--- src/rtl/multicycle_control.sv ---
// Multicycle MIPS sequencer. Latency: lw 5, sw/R-type 4, beq/bne/j 3 cycles, plus one per mem_ready-low cycle.
// Waits in memory states while mem_ready is low; halts on an illegal opcode or memory timeout until reset.
module multicycle_control #(
  parameter int TIMEOUT  = 16,
  parameter int RETIRE_W = 32
) (
  input  logic                clock,
  input  logic                reset,
  input  logic [5:0]          Op,
  input  logic                mem_ready,
  output logic                PCWrite,
  output logic                PCWriteCond,
  output logic                BranchNe,
  output logic                IorD,
  output logic                MemRead,
  output logic                MemWrite,
  output logic                IRWrite,
  output logic                MemtoReg,
  output logic                RegDst,
  output logic                RegWrite,
  output logic                ALUSrcA,
  output logic [1:0]          ALUSrcB,
  output logic [1:0]          ALUOp,
  output logic [1:0]          PCSource,
  output logic [3:0]          state,
  output logic                halted,
  output logic [1:0]          error_code,
  output logic [RETIRE_W-1:0] retired
);

  typedef enum logic [3:0] {
    FETCH     = 4'd0,
    DECODE    = 4'd1,
    MEM_ADDR  = 4'd2,
    MEM_READ  = 4'd3,
    MEM_WB    = 4'd4,
    MEM_WRITE = 4'd5,
    EXECUTE   = 4'd6,
    R_WB      = 4'd7,
    BRANCH    = 4'd8,
    JUMP      = 4'd9,
    HALT      = 4'd15
  } state_t;

  localparam logic [5:0] OP_R   = 6'd0;
  localparam logic [5:0] OP_J   = 6'd2;
  localparam logic [5:0] OP_BEQ = 6'd4;
  localparam logic [5:0] OP_BNE = 6'd5;
  localparam logic [5:0] OP_LW  = 6'd35;
  localparam logic [5:0] OP_SW  = 6'd43;

  localparam int CW = (TIMEOUT > 1) ? $clog2(TIMEOUT) : 1;
  localparam logic [CW-1:0] LAST = CW'(TIMEOUT - 1);

  state_t      st;
  logic [CW-1:0] cnt;
  logic [1:0]  err;

  assign state      = st;
  assign halted     = (st == HALT);
  assign error_code = err;

  always_ff @(posedge clock or posedge reset) begin
    if (reset) begin
      st      <= FETCH;
      cnt     <= '0;
      err     <= 2'b00;
      retired <= '0;
    end else begin
      // Counter only survives while a memory state is stalling; any move clears it.
      cnt <= '0;
      case (st)
        FETCH, MEM_READ, MEM_WRITE: begin
          if (mem_ready) begin
            case (st)
              FETCH:    st <= DECODE;
              MEM_READ: st <= MEM_WB;
              default: begin
                st      <= FETCH;
                retired <= retired + RETIRE_W'(1);
              end
            endcase
          end else if (cnt == LAST) begin
            st  <= HALT;
            err <= 2'b10;
          end else begin
            cnt <= cnt + CW'(1);
          end
        end
        DECODE: begin
          case (Op)
            OP_R:          st <= EXECUTE;
            OP_LW, OP_SW:  st <= MEM_ADDR;
            OP_BEQ, OP_BNE: st <= BRANCH;
            OP_J:          st <= JUMP;
            default: begin
              st  <= HALT;
              err <= 2'b01;
            end
          endcase
        end
        MEM_ADDR: st <= (Op == OP_SW) ? MEM_WRITE : MEM_READ;
        EXECUTE:  st <= R_WB;
        MEM_WB, R_WB, BRANCH, JUMP: begin
          st      <= FETCH;
          retired <= retired + RETIRE_W'(1);
        end
        HALT:     st <= HALT;
        default:  st <= FETCH;
      endcase
    end
  end

  // Controls decode straight from state so an asynchronous reset silences them at once.
  always_comb begin
    PCWrite     = 1'b0;
    PCWriteCond = 1'b0;
    BranchNe    = 1'b0;
    IorD        = 1'b0;
    MemRead     = 1'b0;
    MemWrite    = 1'b0;
    IRWrite     = 1'b0;
    MemtoReg    = 1'b0;
    RegDst      = 1'b0;
    RegWrite    = 1'b0;
    ALUSrcA     = 1'b0;
    ALUSrcB     = 2'b00;
    ALUOp       = 2'b00;
    PCSource    = 2'b00;
    if (!reset) begin
      case (st)
        FETCH: begin
          MemRead = 1'b1;
          ALUSrcB = 2'b01;
          IRWrite = mem_ready;
          PCWrite = mem_ready;
        end
        DECODE:   ALUSrcB = 2'b11;
        MEM_ADDR: begin
          ALUSrcA = 1'b1;
          ALUSrcB = 2'b10;
        end
        MEM_READ: begin
          MemRead = 1'b1;
          IorD    = 1'b1;
        end
        MEM_WB: begin
          RegWrite = 1'b1;
          MemtoReg = 1'b1;
        end
        MEM_WRITE: begin
          MemWrite = 1'b1;
          IorD     = 1'b1;
        end
        EXECUTE: begin
          ALUSrcA = 1'b1;
          ALUOp   = 2'b10;
        end
        R_WB: begin
          RegWrite = 1'b1;
          RegDst   = 1'b1;
        end
        BRANCH: begin
          ALUSrcA     = 1'b1;
          ALUOp       = 2'b01;
          PCWriteCond = 1'b1;
          PCSource    = 2'b01;
          BranchNe    = Op[0];
        end
        JUMP: begin
          PCWrite  = 1'b1;
          PCSource = 2'b10;
        end
        default: ;
      endcase
    end
  end

endmodule
--- config.mk ---
export PLATFORM = sky130hd
export DESIGN_NAME = multicycle_control
export DESIGN_NICKNAME = d
export VERILOG_FILES = /design/src/rtl/multicycle_control.sv
export SDC_FILE = /design/constraint.sdc
export NUM_CORES = 1
export LEC_CHECK = 0
export BUFFER_PORTS_ARGS = -buffer_cell sky130_fd_sc_hd__buf_2
export CORE_ASPECT_RATIO = 0.8
export CORE_MARGIN = 4
export CORE_UTILIZATION = 47
export DETAILED_ROUTE_END_ITERATION = 8
export GPL_ROUTABILITY_DRIVEN = 0
export PLACE_DENSITY = 0.77
export SLEW_MARGIN = 30
export SYNTH_ARGS = -nofsm -noshare
export SYNTH_HDL_FRONTEND = slang
export SYNTH_SLANG_ARGS = --single-unit
--- constraint.sdc ---
create_clock -name clock -period 2.3 [get_ports clock]
set_clock_uncertainty 0.1 [all_clocks]
set_input_delay 0.23 -clock clock [delete_from_list [all_inputs] [get_ports clock]]
set_output_delay 0.23 -clock clock [all_outputs]
set_load 0.02 [all_outputs]
## Word level (Yosys, flattened, before mapping)

Cells that the tools add are included.

| cells by class | value |
|---|---|
| $add $sub $neg | 2 |
| multiply operators | 0 |
| divide/modulo/power cells | 0 |
| magnitude comparators | 0 |
| equality and inequality tests | 22 |
| shift-type cells | 0 |
| multiplexer cells | 44 |
| bitwise gates (word level) | 0 |
| reductions and logical operators | 15 |

Operators by type and width:

| cell | number |
|---|---|
| $mux W32 | 2 |
| $pmux W32 S2 | 1 |
| $add A32 B1 Y32 const B | 1 |
| $mux W1 | 21 |
| $mux W4 | 5 |
| $pmux W4 S5 | 1 |
| $eq A4 B3 Y1 const B | 4 |
| $eq A4 B4 Y1 const B | 4 |
| $pmux W4 S4 | 1 |
| $eq A6 B3 Y1 const B | 2 |
| $eq A6 B6 Y1 const B | 2 |
| $mux W2 | 6 |
| $pmux W2 S2 | 3 |
| $ne A2 B2 Y1 const B | 5 |
| $reduce_or A2 Y1 | 5 |
| $eq A4 B2 Y1 const B | 2 |
| $eq A6 B2 Y1 const B | 1 |
| $logic_not A6 Y1 | 1 |
| $pmux W2 S3 | 1 |
| $pmux W3 S2 | 1 |
| $reduce_or A3 Y1 | 2 |
| $reduce_or A6 Y1 | 1 |
| $add A4 B1 Y4 const B | 1 |
| $eq A4 B1 Y1 const B | 1 |
| 8 further kinds | 9 |

| word-level totals | value |
|---|---|
| register bits after elaboration | 42 |
| latch bits | 0 |
| memory bits (writable) | 0 |
| memory bits (read-only) | 0 |
| output and inout bits | 56 |
| logic and storage cells | 87 |
| memories kept | 0 |

## Longest topological paths before layout

| depth | value |
|---|---|
| depth in word-level cells | 5 |
| mapped depth | 7 |

## Least setup slack after synthesis

OpenSTA, ideal clock, no wires.

| timing | value |
|---|---|
| kind | input port to output port |
| start point | input port reset |
| end point | output port BranchNe |
| arrival time | 2.243 ns |
| data required time | 1.970 ns |
| setup slack | -0.273 ns |
| cell stages on the path | 4 |
| path through | inv_1 nand3_1 nor3_1 and2_1 |

| between the ends | value |
|---|---|
| cells in the longest elaborated chain, start to end | 1 |

RTL lines:

| item | line | source |
|---|---|---|
| start: declaration | 8 | `input logic reset,` |
| $mux W1 | 130 | `if (!reset) begin` |
| end: declaration | 13 | `output logic BranchNe,` |

Every way passes these cells.

## Final worst setup path

| timing | value |
|---|---|
| start point | register st[3] (netlist: state[3]) |
| end point | output port PCWrite |

| between the ends | value |
|---|---|
| cells in the longest elaborated chain, start to end | 3 |

RTL lines:

| item | line | source |
|---|---|---|
| start: declaration | 55 | `state_t st;` |
| start signal: assignment | 102 | `MEM_ADDR: st <= (Op == OP_SW) ? MEM_WRITE : MEM_READ;` |
| $eq A4 B4 Y1 or $logic_not A4 Y1 (tied branches) | 131 | `case (st)` |
| $pmux W1 S2 (*) | 131 |  |
| $mux W1 (*) | 130 |  |
| end: declaration | 11 | `output logic PCWrite,` |

Every way passes the cells marked *; elsewhere a longest branch is shown, timed or not.

==> impl_metrics.json <==
{
  "endpoint": "PCWrite",
  "synth_fp_nets": 247,
  "synthArstFlopShare_pct": 100.0,
  "cp_common_cell": "or2_2",
  "cts.sinks": 42,
  "placed_cell_area_um2": 2723,
  "cp-end-kind": "output port",
  "n_antenna_cell": 0,
  "synth_top_cell_by_area": "dfrtp_1",
  "multi_input_area_um2": 1174,
  "max_freq_ghz": 0.4551,
  "clock_latency_ns": 0.29,
  "reg2reg_from": "state[3]",
  "die_h_um": 70.52,
  "ff2ff_path_depth": 6,
  "drtIter0Drc": 136,
  "fin_cells": 369,
  "regArea_um2": 1052,
  "grt_pass1_wl_um": 8963,
  "h-tree-depth": 2,
  "synth_top_area_share_pct": 45.78,
  "vias": 1990,
  "p_per_area_nw_per_um2": 947.6,
  "drc": 0,
  "portBuffers": 64,
  "final_core_util_pct": 60.87,
  "postCtsHoldBufs": 0,
  "cts.clk_slew.worst_paths_ns": 0.08,
  "dp_hpwl_um": 3858,
  "design.core.area_um2": 4652,
  "crit_path_top_delay_cell": "dfrtp_2",
  "relSlewSlack_pct": 64.70,
  "io_pins": 65,
  "grt_pass1_vias": 1888,
  "cp.required_ns": 1.97,
  "synth_edf_count": 0,
  "crit_fanout": 10,
  "row_count": 22,
  "synthFlopType": "dfrtp_1",
  "clockBufferDepth": 2,
  "dr.pass1.iters": 4,
  "rsz0062_at_grt": "false",
  "ys_warn_count": 0,
  "syn_inst": 236,
  "avgSynthCellArea_um2": 9.729,
  "grt_overflow": 0,
  "regToRegEndpoint": "retired[29]",
  "yosysUniqueCellTypes": 42,
  "netlist_area_um2": 2296,
  "crit_chain": "buf_4 -> or2_2 -> nor2_1 -> and4_1 -> or2_2 -> buf_2",
  "cts_buffers": 5,
  "crit_start": "state[3]",
  "nFillCells": 405,
  "postRouteAntennaNets": 0,
  "grt_usage_pct": 18.19,
  "arrival_ns": 1.87,
  "viasPerCell": 5.393,
  "routed_wl_um": 5192,
  "antenna_found_initial": 0,
  "drive_above_1_share_pct": 30.74,
  "hold_path_class": "in -> async",
  "drv_cap": 0,
  "grt_max_degree": 44,
  "ys_ff_latch": 42,
  "cts_tree": "built",
  "die-area_um2": 6074,
  "p_leak_nw": 1.397,
  "start_kind": "flop",
  "ff2ff_setup_slack_ns": 0.15,
  "period_minus_slack_ns": 2.197,
  "nets": 319,
  "cpPeakStageDelay_ns": 0.46,
  "die_width_um": 86.14,
  "tns_ns": 0,
  "fin_crit_sh_pct": 95.54,
  "drv_slew": 0,
  "cts_setup_buffers": 0,
  "start_util_pct": 49.35,
  "ir_worst_vdd_v": 0.0005147,
  "hold_viol": 0,
  "wl_per_cell_um": 14.07,
  "syn_to_final_growth_pct": 23.32,
  "netlist_top_cells_area": "dfrtp_1, xnor2_1, nand3_1",
  "finalSetupViolations": 0,
  "ctsResizeCount": 0,
  "final_area_um2": 2831,
  "dp.cells": 361,
  "status": "finished clean",
  "path_class": "reg -> out",
  "worstMarginPinSlew_ns": 0.5295,
  "finalHoldWorstSlack_ns": 0.02364,
  "cts-root-buf": "clkbuf_8",
  "seq_area_frac_synth_pct": 45.78
}
==> cell usage in the layout (no fill, tap or decap), drive strengths merged, types with 9 or more instances in the layout <==
cell and n:
and3 11, buf 74, dfrtp 42, nand2 17, nand3 20, nand4 9, nor2 20, nor3 9
xnor2 25, xor2 9
==> how the worst min path moves through the flow <==
stage | from | end | slack (ns) | depth (start not counted)
2_1_floorplan | reset | cnt[0] | 0.13 | 1
3_3_place_gp | retired[31] | retired[31] | 0.36 | 1
3_5_place_dp | reset | retired[18] | 0.36 | 3
4_1_cts | reset | retired[14] | 0.04 | 3
5_1_grt | reset | retired[2] | 0.08 | 3
6_report | reset | retired[18] | 0.02 | 3
==> layer usage <==
metal,wire [um],global-route usage [%],vias to the layer above
li1,-,-,987
met1,2410,26.04,959
met2,2450,27.46,37
met3,279,4.599,7
met4,51,4.745,0
met5,0,0,-
==> stage by stage <==
step           setup slack (ns)  total power, mW
2_1_floorplan           0.04153            1.784
3_3_place_gp             0.2110            2.108
3_5_place_dp             0.1734            2.121
4_1_cts                 0.09459            2.701
5_1_grt              0.00001221            2.879
6_report                 0.1026            2.683
==> cell type report <==
| class | count | area share [%] |
|---|---|---|
| clock buffer | 5 | 2.430 |
| clock inverter | 3 | 1.414 |
| inverter | 6 | 0.9280 |
| multi-input combinational | 179 | 41.45 |
| sequential | 42 | 37.16 |
| tap | 60 | 2.651 |
| timing repair buffer | 74 | 13.96 |
==> synthesized netlist by cell type, drive strengths merged, types with 2 or more instances <==
master  number
and2         2
dfrtp       42
or2          4
a22oi        2
clkbuf       5
xnor2       25
nand3       20
nor4         4
nand2b       4
o21ai        5
nand4        9
a31oi        2
xor2         9
and4         8
a21oi        6
nor3b        2
nand2       17
nor3         9
ha           2
nor2        20
nor2b        4
and3        11
inv          6
buf          4
==> critical path, delay by kind of cell, from the launching register on <==
family        cells  cell delay, ns
buf+inv           2            0.34
simple gates      4            0.78
flops             1            0.46
==> registers in the layout, indices dropped and copies added (netlist names) <==
register    cells
error_code      2
state           4
retired        32
cnt             4
==> report_power, final <==
| part | leakage [nW] | switching, mW | internal (mW) | total, mW |
|---|---|---|---|---|
| clock network | 0.0579 | 0.249 | 0.319 | 0.568 |
| logic | 0.787 | 0.728 | 0.438 | 1.17 |
| registers | 0.552 | 0.107 | 0.842 | 0.949 |
| total | 1.40 | 1.08 | 1.60 | 2.68 |
==> logic make-up after synthesis <==
family                   synth area share, %
AO/OA/AOI/OAI                          6.703
flip-flops                             45.78
multiplexers                          0.9264
buffers and inverters                  3.106
XOR/XNOR                               12.97
adder cells (fa/ha/maj)                1.090
AND/OR/NAND/NOR                        29.43
(Power assumes the default switching activity.)
